<file path="config.mk">
export PLATFORM = sky130hd
export DESIGN_NAME = mode_counter
export DESIGN_NICKNAME = d
export VERILOG_FILES = /design/src/rtl/mode_counter.sv
export SDC_FILE = /design/constraint.sdc
export NUM_CORES = 1
export LEC_CHECK = 0
export BUFFER_PORTS_ARGS = -buffer_cell sky130_fd_sc_hd__buf_2
export CORE_MARGIN = 2
export CORE_UTILIZATION = 40
export DETAILED_ROUTE_END_ITERATION = 12
export HOLD_SLACK_MARGIN = 0.08
export SLEW_MARGIN = 40
export SYNTH_ARGS = -nofsm -noshare
export SYNTH_HDL_FRONTEND = slang
export SYNTH_SLANG_ARGS = --single-unit
</file>
<file path="constraint.sdc">
create_clock -name clock -period 2.3 [get_ports clock]
set_input_delay 0.23 -clock clock [delete_from_list [all_inputs] [get_ports clock]]
set_output_delay 0.23 -clock clock [all_outputs]
set_load 0.02 [all_outputs]
</file>
<file path="src/rtl/mode_counter.sv">
// mode_counter: up/down counter over 0..limit with a prescaler,
// wrap/saturate/one-shot terminal modes, a tc pulse and a done flag.
module mode_counter #(
    parameter int               WIDTH       = 8,
    parameter int               PRESCALE_W  = 4,
    parameter logic [WIDTH-1:0] RESET_VALUE = '0
) (
    input  logic                  clock,
    input  logic                  reset_n,
    input  logic                  en,
    input  logic                  clear,
    input  logic                  load,
    input  logic [WIDTH-1:0]      load_value,
    input  logic                  up,
    input  logic [1:0]            mode,
    input  logic [WIDTH-1:0]      limit,
    input  logic [PRESCALE_W-1:0] prescale,
    output logic [WIDTH-1:0]      cnt,
    output logic                  tc,
    output logic                  done
);

    typedef enum logic [1:0] {
        MODE_WRAP    = 2'b00,
        MODE_SAT     = 2'b01,
        MODE_ONESHOT = 2'b10,
        MODE_WRAP2   = 2'b11
    } mode_e;

    typedef enum logic {
        ST_RUN  = 1'b0,
        ST_DONE = 1'b1
    } state_e;

    localparam logic [WIDTH-1:0]      CNT_ONE = WIDTH'(1);
    localparam logic [PRESCALE_W-1:0] PSC_ONE = PRESCALE_W'(1);

    logic [WIDTH-1:0]      cnt_q;
    logic [WIDTH-1:0]      cnt_d;
    logic [PRESCALE_W-1:0] psc_q;
    logic [PRESCALE_W-1:0] psc_d;
    logic                  tc_q;
    logic                  tc_d;
    state_e                state_q;
    state_e                state_d;

    mode_e                 mode_s;
    logic                  psc_hit;
    logic                  tick;
    logic                  above;
    logic                  at_term;
    logic                  sync_reset;
    logic [WIDTH-1:0]      clipped;

    assign mode_s     = mode_e'(mode);
    assign sync_reset = clear | load;

    // A tick needs an enabled cycle with the prescaler at its setting;
    // once done is set the counter ignores ticks entirely.
    assign psc_hit = en & (psc_q == prescale);
    assign tick    = psc_hit & (state_q == ST_RUN);

    // Up direction treats anything at or above limit as terminal,
    // so a run-time lowered limit still wraps/saturates cleanly.
    assign above   = (cnt_q > limit);
    assign at_term = up ? (cnt_q >= limit) : (cnt_q == '0);
    assign clipped = (load_value > limit) ? limit : load_value;

    // Prescaler: free-runs on enabled cycles, restarts on clear/load.
    always_comb begin
        psc_d = psc_q;
        if (sync_reset) begin
            psc_d = '0;
        end else if (en) begin
            if (psc_hit) begin
                psc_d = '0;
            end else begin
                psc_d = psc_q + PSC_ONE;
            end
        end
    end

    // Count next-value: clear beats load beats tick.
    always_comb begin
        cnt_d = cnt_q;
        if (clear) begin
            cnt_d = '0;
        end else if (load) begin
            cnt_d = clipped;
        end else if (tick) begin
            if (at_term) begin
                unique case (mode_s)
                    MODE_WRAP,
                    MODE_WRAP2: cnt_d = up ? '0 : limit;
                    MODE_SAT:   cnt_d = cnt_q;
                    MODE_ONESHOT: cnt_d = cnt_q;
                    default:    cnt_d = cnt_q;
                endcase
            end else if (!up && above) begin
                cnt_d = limit;
            end else if (up) begin
                cnt_d = cnt_q + CNT_ONE;
            end else begin
                cnt_d = cnt_q - CNT_ONE;
            end
        end
    end

    // Terminal-count pulse lands with the post-terminal count value.
    always_comb begin
        tc_d = 1'b0;
        if (!sync_reset) begin
            tc_d = tick & at_term;
        end
    end

    // One-shot state: done latches on a terminal tick in one-shot mode
    // and drops on clear/load or when the mode moves away from one-shot.
    always_comb begin
        state_d = state_q;
        unique case (state_q)
            ST_RUN: begin
                if (!sync_reset && tick && at_term &&
                    mode_s == MODE_ONESHOT) begin
                    state_d = ST_DONE;
                end
            end
            ST_DONE: begin
                if (sync_reset || mode_s != MODE_ONESHOT) begin
                    state_d = ST_RUN;
                end
            end
            default: state_d = ST_RUN;
        endcase
    end

    // State register; reset forces everything at once, no edge needed.
    always_ff @(posedge clock or negedge reset_n) begin
        if (!reset_n) begin
            cnt_q   <= RESET_VALUE;
            psc_q   <= '0;
            tc_q    <= 1'b0;
            state_q <= ST_RUN;
        end else begin
            cnt_q   <= cnt_d;
            psc_q   <= psc_d;
            tc_q    <= tc_d;
            state_q <= state_d;
        end
    end

    assign cnt  = cnt_q;
    assign tc   = tc_q;
    assign done = (state_q == ST_DONE);

endmodule

</file>
==> metrics.md, run 1 <==
| Metric | Value |
|---|---|
| Die X | `71.1 um` |
| Leakage | `1.16 nW` |
| CTS sink count | `14` |
| # IOs | `38` |
| Max stage delay cell, worst path | `dfrtp_2` |
| Worst Setup Path Type | `reg -> reg` |
| Internal | `0.000742 W` |
| Setup crit end kind | `register` |
| Num CTS Buffers | `3` |
| Top cells by area, synth | `dfrtp_1 (19%), ha_1 (17%), mux2i_1 (4.4%)` |
| Max-slew headroom | `0.698` |
| Clk buf depth | `2` |
| Setup Skew | `0.00484 ns` |
| ANT nets after route | `0` |
| Area leader, netlist | `dfrtp_1` |
| Power Density | `534 nW/um2` |
| Tcrit/Tclk final | `0.980` |
| Seq/Total Area, Yosys | `0.194` |
| Global-route wire length before repair | `9.19 mm` |
| Worst-path maximum fanout | `5` |
| Most frequent cells in the layout | `buf_2 (37), buf_4 (28), ha_1 (21), nor2_1 (17), inv_1 (14)` |
| Register-to-register setup slack | `0.05 ns` |
| Synth cell types | `55` |
| Max Clk Rate | `444 MHz` |
| DR WL/cell | `16.9 um` |
| Largest net degree at the start of global routing | `15` |
| H-Tree Depth | `1` |
| Mean post-synth cell area | `8.23 um2` |
| Clock Power Share | `0.204` |
| Req. time, crit path | `2.43 ns` |
| YS warnings | `0` |
| Worst-path clk slew | `0.07 ns` |
| Drt first pass iters | `4` |
| Vias in the first global route | `1888` |
| CP cell instances | `inv_2, ha_1, and4_4, o31a_1, o221a_4, or2_4, a221oi_1` |
| Largest family of logic cells by synthesized area | `compound AO/OA/AOI/OAI gates` |
| Xor-xnor portion of the synthesized cell area | `0.0438` |
| GR Overflow Total | `0` |
| Area delta synth->final | `31.5%` |
| ANT cells | `0` |
| Top FF cell, synth | `dfrtp_1` |
| Post-synth EDFFs | `0` |
| Share of layout cells above drive strength 1 | `0.297` |
| Net Count, Synth | `272` |
| Top cell type's share of synthesized area | `0.194` |
| Arrival @ worst endpoint | `2.39 ns` |
| NumNets Final | `337` |
| Starting Density | `0.414` |
| Skew-Pair Late Insertion Delay | `0.25 ns` |
| Cell family with most CP delay | `compound AO/OA/AOI/OAI gates` |
| Max stage delay on crit path | `0.43 ns` |
| Post-Synthesis Cells | `219` |
| Core region area | `4350 um2` |
| Dpl ws | `-0.0318 ns` |
| Leading cell type in the layout, fill and taps excluded | `buf_2` |
| Detail Placement HPWL | `4.53 mm` |
| Die Ht | `71.1 um` |
| Status | `complete, no violations` |
| Yosys reg bits | `14` |
| Adder-Cell Fraction of Synth Area | `0.178` |
| Worst Hold Class | `in -> reg` |
| Flop pwr share | `0.230` |
| Vias per inst | `5.98` |
| Mux share of post-synthesis cell area | `0.0507` |
| VDD IR-drop max | `367 uV` |
| Max_cap viols | `0` |
| Switching share of power | `0.413` |
| Buf/Inv on CP | `1` |
| Final Worst Setup Slack | `0.0460 ns` |
| Site Rows | `24` |
| Worst slew pin tran | `0.448 ns` |
| PortBufs | `37` |
| Mapped Area | `1800 um2` |
| P_sw | `0.000522 W` |
| GR Util All Layers | `0.231` |
| # setup viols final | `0` |
| DRC Markers | `0` |
| Root Buffer | `clkbuf_8` |
| Setup TNS | `0 ns` |
| Number of DRC markers in iteration 0 | `140` |
| Post-route minimum period | `2.25 ns` |
| Compound-Gate Fraction of Synth Area | `0.278` |
| Post-Synth Simple-Gate Area | `0.208` |
| Comb pwr share | `0.567` |
| Ys async rst share | `1.00` |
| RePlAce Congestion | `0.915` |
| Slew Limit Fails | `0` |
| Final hold viol count | `0` |
| CTS tree | `built` |
| Startpoint types | `register` |
| Post-Route WL | `5.66 mm` |
| Die area | `5060 um2` |
| Vias post-DR | `2002` |
| Initial antenna violation count | `0` |
[stage by stage]
step / utilization / hold slack, ns / instance area (um2) / cells / total power, W
3_5_place_dp: 0.512 / 0.163 / 2230 / 329 / 0.000960
3_3_place_gp: 0.512 / 0.158 / 2230 / 329 / 0.000960
4_1_cts: 0.527 / 0.225 / 2290 / 334 / 0.00122
5_1_grt: 0.544 / 0.252 / 2370 / 335 / 0.00135
2_1_floorplan: - / -0.0656 / 1800 / 219 / 0.000705
6_report: 0.544 / 0.235 / 2370 / 335 / 0.00126
[repair_timing]
action,4_1_cts,5_1_grt
hold buffers,1,0
hold endpoints to repair,14,0
gates resized for setup,0,11
setup buffers,0,1
setup endpoints to repair,0,3
[worst paths after layout]
check | from | to | depth (start not counted)
min reg2reg | done | tc | 1
max | cnt[0] | cnt[7] | 7
max reg2reg | cnt[0] | cnt[7] | 7
min | clear | cnt[7] | 2
max in group asynchronous | reset_n | cnt[0] | 2
min in group asynchronous | reset_n | cnt[1] | 2
[layout make-up]
| class | instances | area [um2] |
|---|---|---|
| clock buffer | 4 | 55.1 |
| timing repair buffer | 66 | 405 |
| tap | 52 | 65.1 |
| sequential | 14 | 352 |
| inverter | 15 | 56.3 |
| fill | 404 | 1990 |
| multi-input combinational | 184 | 1440 |
[flip-flops by register name (all words and copies together) (netlist names)]
register,cells
cnt,8
done,1
psc_q,4
tc,1
[logic make-up (layout without fill, tap and decap cells)]
logic type                 after synthesis  in the layout
DFF                                     14             14
AOI/OAI and AO/OA                       70             70
xor gates and xnor gates                 9              9
muxes                                    9              9
and+or+nand+nor                         71             71
buffers and inverters                   21             85
adders and majority gates               25             25
[per-layer routing]
layer  vias to the layer above  track usage  part of all wire
met2                        83        0.381              0.45
met4                         0       0.0440             0.013
li1                        972            -                 -
met5                         -            0                 0
met1                       937        0.325              0.45
met3                        10       0.0328             0.077
[cells in the mapped netlist, types with 3 or more instances]
master and number:
a211oi_1 7, a21o_1 3, a21oi_1 15, a221oi_1 3, clkbuf_1 4, dfrtp_1 14, ha_1 24, inv_1 15
mux2i_1 8, nand2_1 12, nand2b_1 5, nand3_1 12, nand4_1 3, nor2_1 17, nor3_1 3, o211ai_1 4
o21ai_0 8, o21ai_1 3, xnor2_1 4, xor2_1 5
[power groups by stage]
| stage | registers (W) | logic (W) | clock network, W |
|---|---|---|---|
| 3_5_place_dp | 0.000291 | 0.000669 | 0 |
| 3_3_place_gp | 0.000292 | 0.000668 | 0 |
| 6_report | 0.000290 | 0.000716 | 0.000257 |
| 2_1_floorplan | 0.000326 | 0.000379 | 0 |
| 4_1_cts | 0.000288 | 0.000673 | 0.000258 |
| 5_1_grt | 0.000294 | 0.000784 | 0.000272 |
No activity file was read; power rests on OpenSTA's default activity.
==> inputs of run 2 (changes only) <==
--- a/config.mk
+++ b/config.mk
@@ -10,6 +10,7 @@
 export CORE_UTILIZATION = 40
 export DETAILED_ROUTE_END_ITERATION = 12
 export HOLD_SLACK_MARGIN = 0.08
+export PLACE_DENSITY = 0.71
 export SLEW_MARGIN = 40
 export SYNTH_ARGS = -nofsm -noshare
 export SYNTH_HDL_FRONTEND = slang
==> run 2 against run 1 <==
Net effect:
- register-to-register slack improved by 0.04 ns
- worst hold slack got worse by 0.020 ns
- via count fell by 5.2%
- core utilization fell by 2.4 points
- fmax rose by 1.6%
- critical path depth fell by 1
- largest power group unchanged
- sequential share of layout area rose by 0.69 points
- worst setup slack improved by 0.035 ns
- first-iteration DRC count fell by 8.6%
- clock skew fell by 0.00075 ns
- routed wire length fell by 11%
==> metrics.md, run 2 (synthesized netlist as in run 1, its figures left out) <==
| Metric | Value |
|---|---|
| Unrepaired setup endpoints after global routing | `false` |
| Flop pwr share | `0.242 (+0.012)` |
| H-Tree Depth | `1 (unchanged)` |
| Number of DRC markers in iteration 0 | `128 (-8.6%)` |
| Post-route minimum period | `2.22 ns (-0.0351 ns)` |
| Largest register FFs | `8 (unchanged)` |
| Worst-path maximum fanout | `5 (unchanged)` |
| Register-to-register setup slack | `0.08 ns (+0.04 ns)` |
| NumNets Final | `327 (-3.0%)` |
| Worst reg2reg path depth | `6 (-1)` |
| Slew Limit Fails | `0 (unchanged)` |
| Leading cell type in the layout, fill and taps excluded | `buf_2` |
| P_sw | `0.000483 W (-7.5%)` |
| Clk buf depth | `2 (unchanged)` |
| Worst Hold Depth | `2 (unchanged)` |
| Worst Hold Class | `in -> reg` |
| Num CTS Buffers | `3 (unchanged)` |
| Die X | `71.1 um (unchanged)` |
| Vias per inst | `5.84 (-2.3%)` |
| Skew-Pair Late Insertion Delay | `0.25 ns (about the same)` |
| Footprint of the multi-input gates | `1410 um2 (-2.1%)` |
| Vias in the first global route | `1801 (-4.6%)` |
| Detail Placement HPWL | `4.16 mm (-8.2%)` |
| Startpoint types | `register` |
| Arrival @ worst endpoint | `2.35 ns (-0.04 ns)` |
| Seq. cell area | `352 um2 (unchanged)` |
| R2R Path End | `cnt[1]` |
| Most frequent cells in the layout | `buf_2 (37), ha_1 (23), buf_4 (18), nor2_1 (17), inv_1 (15)` |
| Req. time, crit path | `2.43 ns (about the same)` |
| GR Util All Layers | `0.201 (-0.0301)` |
| Setup crit end kind | `register` |
| Fill cells | `422 (+4.5%)` |
| Root Buffer | `clkbuf_8` |
| Hold Crit Start | `clear` |
| Drt first pass iters | `4 (unchanged)` |
| Site Rows | `24 (unchanged)` |
| Hold worst-path end | `cnt[7]` |
| Global-route wire length before repair | `8.18 mm (-11%)` |
| Setup Skew | `0.00409 ns (-0.000751 ns)` |
| Area delta synth->final | `25.6%` |
| Clock Power Share | `0.206 (+0.002)` |
| ANT nets after route | `0 (unchanged)` |
| Largest net degree at the start of global routing | `15 (unchanged)` |
| Post-Route WL | `5.02 mm (-11%)` |
| Setup TNS | `0 ns (unchanged)` |
| DR WL/cell | `15.4 um (-8.5%)` |
| Tightest hold margin | `0.216 ns (-0.0198 ns)` |
| Max-slew headroom | `0.662 (-0.0361)` |
| VDD IR-drop max | `235 uV (-36%)` |
| Initial antenna violation count | `0 (unchanged)` |
| RePlAce Congestion | `0.857 (-6.3%)` |
| Max Clk Rate | `451 MHz (+1.6%)` |
| Worst Setup Path Type | `reg -> reg` |
| Vias post-DR | `1897 (-5.2%)` |
| Worst-path clk slew | `0.06 ns (about the same)` |
| CTS sink count | `14 (unchanged)` |
| Tcrit/Tclk final | `0.965 (-0.0153)` |
| Power Density | `527 nW/um2 (-1.3%)` |
| Final hold viol count | `0 (unchanged)` |
| Switching share of power | `0.405 (-0.00785)` |
| Die Ht | `71.1 um (unchanged)` |
| Worst r2r src | `cnt[3]` |
| PortBufs | `37 (unchanged)` |
| Worst slew pin tran | `0.507 ns (+0.0583 ns)` |
| Status | `complete, no violations` |
| GR Overflow Total | `0 (unchanged)` |
| CTS tree | `built` |
| Die area | `5060 um2 (unchanged)` |
| Internal | `0.000709 W (-4.4%)` |
| DRC Markers | `0 (unchanged)` |
| Leakage | `1.11 nW (-4.4%)` |
| # setup viols final | `0 (unchanged)` |
| ANT cells | `0 (unchanged)` |
| Share of layout cells above drive strength 1 | `0.256 (-0.0404)` |
| Core region area | `4350 um2 (unchanged)` |
| Max_cap viols | `0 (unchanged)` |
| Comb pwr share | `0.552 (-0.015)` |
| Starting Density | `0.414 (unchanged)` |
| # IOs | `38 (unchanged)` |
[run 2: layout make-up]
class	count	area share
sequential	14	0.155
inverter	15	0.0249
timing repair buffer	56	0.146
multi-input combinational	184	0.621
clock buffer	4	0.0243
tap	52	0.0287
[run 2: critical path, stage by stage (launching register included)]
cell	delay (ns)
dfrtp_1	0.39
ha_1	0.30
and4_4	0.21
o31a_1	0.33
o221a_4	0.26
or2_4	0.27
a221o_1	0.35
[run 2: power groups by stage]
stage | Sequential (W) | Combinational (W) | Clock [W]
2_1_floorplan | 0.000326 | 0.000379 | 0
3_3_place_gp | 0.000292 | 0.000622 | 0
3_5_place_dp | 0.000292 | 0.000631 | 0
4_1_cts | 0.000288 | 0.000636 | 0.000247
5_1_grt | 0.000289 | 0.000730 | 0.000263
6_report | 0.000288 | 0.000658 | 0.000246
[run 2: worst max-delay path by stage]
stage	from	endpoint	slack, ns	depth (start not counted)
floorplan	cnt[3]	cnt[1]	0.03	6
global placement	limit[2]	cnt[1]	0.09	9
detailed placement	limit[3]	cnt[2]	0.04	8
CTS	cnt[0]	cnt[1]	0.07	7
global route	cnt[3]	cnt[2]	0.0004	6
finish	cnt[3]	cnt[1]	0.08	6
[run 2: repair_timing]
item | 4_1_cts | 5_1_grt
hold buffers | 1 | 0
hold endpoints to repair | 14 | 0
setup endpoints to repair | 0 | 4
setup buffers | 0 | 1
gates resized for setup | 0 | 8
[run 2: routing by layer]
layer / up-vias / wire [um] / global-route usage / part of all wire
met5: - / 0 / 0 / 0
met4: 0 / 53 / 0.0524 / 0.011
met3: 8 / 293 / 0.0256 / 0.058
met2: 67 / 2400 / 0.331 / 0.48
met1: 869 / 2280 / 0.280 / 0.45
li1: 953 / - / - / -
[run 2: per-stage QoR]
step	utilization	total power, W	setup slack (ns)	area (um2)	instances
6_report	0.520	0.00119	0.0811	2260	325
5_1_grt	0.520	0.00128	0.000386	2260	325
4_1_cts	0.509	0.00117	0.0721	2220	324
3_5_place_dp	0.495	0.000923	0.0421	2150	319
3_3_place_gp	0.495	0.000914	0.0912	2150	319
2_1_floorplan	-	0.000705	0.0270	1800	219
==> inputs of run 3 (changes only) <==
--- a/config.mk
+++ b/config.mk
@@ -10,7 +10,7 @@
 export CORE_UTILIZATION = 40
 export DETAILED_ROUTE_END_ITERATION = 12
 export HOLD_SLACK_MARGIN = 0.08
-export PLACE_DENSITY = 0.71
+export PLACE_DENSITY = 0.69
 export SLEW_MARGIN = 40
 export SYNTH_ARGS = -nofsm -noshare
 export SYNTH_HDL_FRONTEND = slang
==> constraint.sdc (replaced) <==
create_clock -name clock -period 2.07 [get_ports clock]
set_input_delay 0.207 -clock clock [delete_from_list [all_inputs] [get_ports clock]]
set_output_delay 0.207 -clock clock [all_outputs]
set_load 0.02 [all_outputs]
==> run 3 against run 2 <==
Net effect:
- the flow now finishes with violations (negative setup slack)
- final cell count rose by 12%
- routed wire length up 16%
- largest cell class unchanged
- critical path depth up 1
- largest power group unchanged
- critical endpoint unchanged
==> metrics.md, run 3 (synthesized netlist as in run 1, its figures left out) <==
| Metric | Value |
|---|---|
| Leading cell type in the layout, fill and taps excluded | `buf_4` |
| Worst slew pin tran | `0.428 ns (-0.0782 ns)` |
| Vias in the first global route | `2114 (+17%)` |
| Setup Skew | `0.00543 ns (+0.00135 ns)` |
| ANT cells | `0 (unchanged)` |
| Area delta synth->final | `52.2%` |
| Worst Setup Path Type | `reg -> reg` |
| Setup crit end kind | `register` |
| Num CTS Buffers | `3 (unchanged)` |
| Grt met2 use | `0.403 (+0.0717)` |
| Worst r2r src | `cnt[0]` |
| Met1 Resource Use GR | `0.320 (+0.0404)` |
| DR WL/cell | `16.1 um (+4.0%)` |
| # IOs | `38 (unchanged)` |
| Worst Hold Class | `in -> reg` |
| Leakage | `1.32 nW (+19%)` |
| Die Ht | `71.1 um (unchanged)` |
| CTS sink count | `14 (unchanged)` |
| Post-route minimum period | `2.20 ns (-0.0214 ns)` |
| Final hold viol count | `0 (unchanged)` |
| RePlAce Congestion | `0.973 (+13%)` |
| Cell family with most CP delay | `compound AO/OA/AOI/OAI gates` |
| Worst-path clk slew | `0.06 ns (about the same)` |
| Die X | `71.1 um (unchanged)` |
| Status | `finished, violations left` |
| Drt first pass iters | `4 (unchanged)` |
| VDD IR-drop max | `389 uV (+66%)` |
| Buf/Inv on CP | `1 (+1)` |
| Skew-Pair Late Insertion Delay | `0.25 ns (about the same)` |
| Number of DRC markers in iteration 0 | `99 (-23%)` |
| H-Tree Depth | `1 (unchanged)` |
| Startpoint types | `register` |
| Max stage delay on crit path | `0.41 ns (+0.02 ns)` |
| Max_cap viols | `0 (unchanged)` |
| PortBufs | `37 (unchanged)` |
| Site Rows | `24 (unchanged)` |
| Core region area | `4350 um2 (unchanged)` |
| Tcrit/Tclk final | `1.06 (+0.0969)` |
| Die area | `5060 um2 (unchanged)` |
| Final Worst Setup Slack | `-0.128 ns (-0.209 ns)` |
| Global-route wire length before repair | `9.80 mm (+20%)` |
| Initial antenna violation count | `0 (unchanged)` |
| Most frequent cells in the layout | `buf_4 (56), buf_2 (37), nor2_1 (17), ha_1 (17), inv_1 (14)` |
| DRC Markers | `0 (unchanged)` |
| Largest register FFs | `8 (unchanged)` |
| Max stage delay cell, worst path | `dfrtp_2` |
| CP cell instances | `inv_2, ha_4, and4_4, o31a_1, o221a_4, or2_4, a221o_1` |
| Clk buf depth | `2 (unchanged)` |
| Met3 GRT Util | `0.0242 (-0.00142)` |
| Max Clk Rate | `455 MHz (+0.97%)` |
| Failing checks | `negative setup slack` |
| # setup viols final | `5 (+5)` |
| Max-slew headroom | `0.714 (+0.0521)` |
| CTS tree | `built` |
| Overall Power | `0.00158 W (+33%)` |
| NumNets Final | `366 (+12%)` |
| Vias post-DR | `2089 (+10%)` |
| Power Density | `577 nW/um2 (+9.5%)` |
| Unrepaired setup endpoints after global routing | `true` |
| Largest net degree at the start of global routing | `15 (unchanged)` |
| GR Util All Layers | `0.241 (+0.0395)` |
| GR Overflow Total | `0 (unchanged)` |
| Hold Crit Start | `clear` |
| Post-Route WL | `5.85 mm (+16%)` |
| Busiest grt layer | `met2` |
| ANT nets after route | `0 (unchanged)` |
| Worst-path maximum fanout | `5 (unchanged)` |
| Starting Density | `0.414 (unchanged)` |
| Slew Limit Fails | `0 (unchanged)` |
| Vias per inst | `5.74 (-1.7%)` |
| Arrival @ worst endpoint | `2.32 ns (-0.03 ns)` |
| Root Buffer | `clkbuf_8` |
| CP startpoint | `cnt[0]` |
| Tightest hold margin | `0.175 ns (-0.0408 ns)` |
| Detail Placement HPWL | `4.63 mm (+11%)` |
| Share of layout cells above drive strength 1 | `0.436 (+0.179)` |
| Req. time, crit path | `2.20 ns (-0.23 ns)` |
run 3: changes by cell type in the layout (fill, tap and decap cells not counted), moves of 3 or more:
| cell | delta |
|---|---|
| o21ai_2 | +3 |
| ha_1 | -6 |
| ha_4 | +6 |
| dfrtp_1 | -5 |
| dfrtp_2 | +5 |
| o21ai_0 | -3 |
| buf_4 | +38 |
| nand3_1 | -3 |
run 3: worst reg2reg max path, cell delays in order, from the launching register on:
cell     delay (ns)
dfrtp_2        0.41
inv_2          0.08
ha_4           0.19
and4_4         0.19
o31a_1         0.37
o221a_4        0.25
or2_4          0.26
a221o_1        0.34
run 3: report_power, final:
| group | internal [W] | switching (W) | total [W] |
|---|---|---|---|
| Combinational | 0.000479 | 0.000501 | 0.000980 |
| Sequential | 0.000302 | 0.0000262 | 0.000328 |
| Clock | 0.000169 | 0.000105 | 0.000273 |
run 3: timing repair:
item                       in CTS  in global routing
hold buffers                    1                  0
setup buffers                   2                  2
hold endpoints to repair       14                  0
setup endpoints to repair       7                 10
resized for setup              14                 22
pin swaps                       5                  5
run 3: routing by layer:
layer	vias to the layer above	part of all wire
li1	1040	-
met1	973	0.46
met2	62	0.47
met3	14	0.039
met4	0	0.033
met5	-	0
run 3: area by class of cell:
| class | count | area, um2 |
|---|---|---|
| Clock buffer | 4 | 55.1 |
| Fill cell | 365 | 1610 |
| Inverter | 15 | 56.3 |
| Multi-Input combinational cell | 184 | 1580 |
| Sequential cell | 14 | 358 |
| Tap cell | 52 | 65.1 |
| Timing Repair Buffer | 95 | 627 |
run 3: final timing paths:
kind,end,slack (ns),cells past startpoint
setup / recovery,cnt[1],-0.13,7
hold / removal,cnt[7],0.17,2
setup reg to reg,cnt[1],-0.13,7
hold reg to reg,psc_q[3],0.58,2
max in group asynchronous,cnt[1],1.39,2
min in group asynchronous,cnt[7],0.41,2
run 3: metrics by stage:
| stage | setup slack (ns) | TNS, ns | cells | area [um2] | utilization |
|---|---|---|---|---|---|
| 2_1_floorplan | -0.119 | -0.298 | 219 | 1820 | - |
| 3_3_place_gp | -0.126 | -0.526 | 355 | 2440 | 0.561 |
| 3_5_place_dp | -0.157 | -0.846 | 355 | 2440 | 0.561 |
| 4_1_cts | -0.0817 | -0.250 | 362 | 2630 | 0.604 |
| 5_1_grt | -0.166 | -0.916 | 364 | 2740 | 0.630 |
| 6_report | -0.128 | -0.368 | 364 | 2740 | 0.630 |
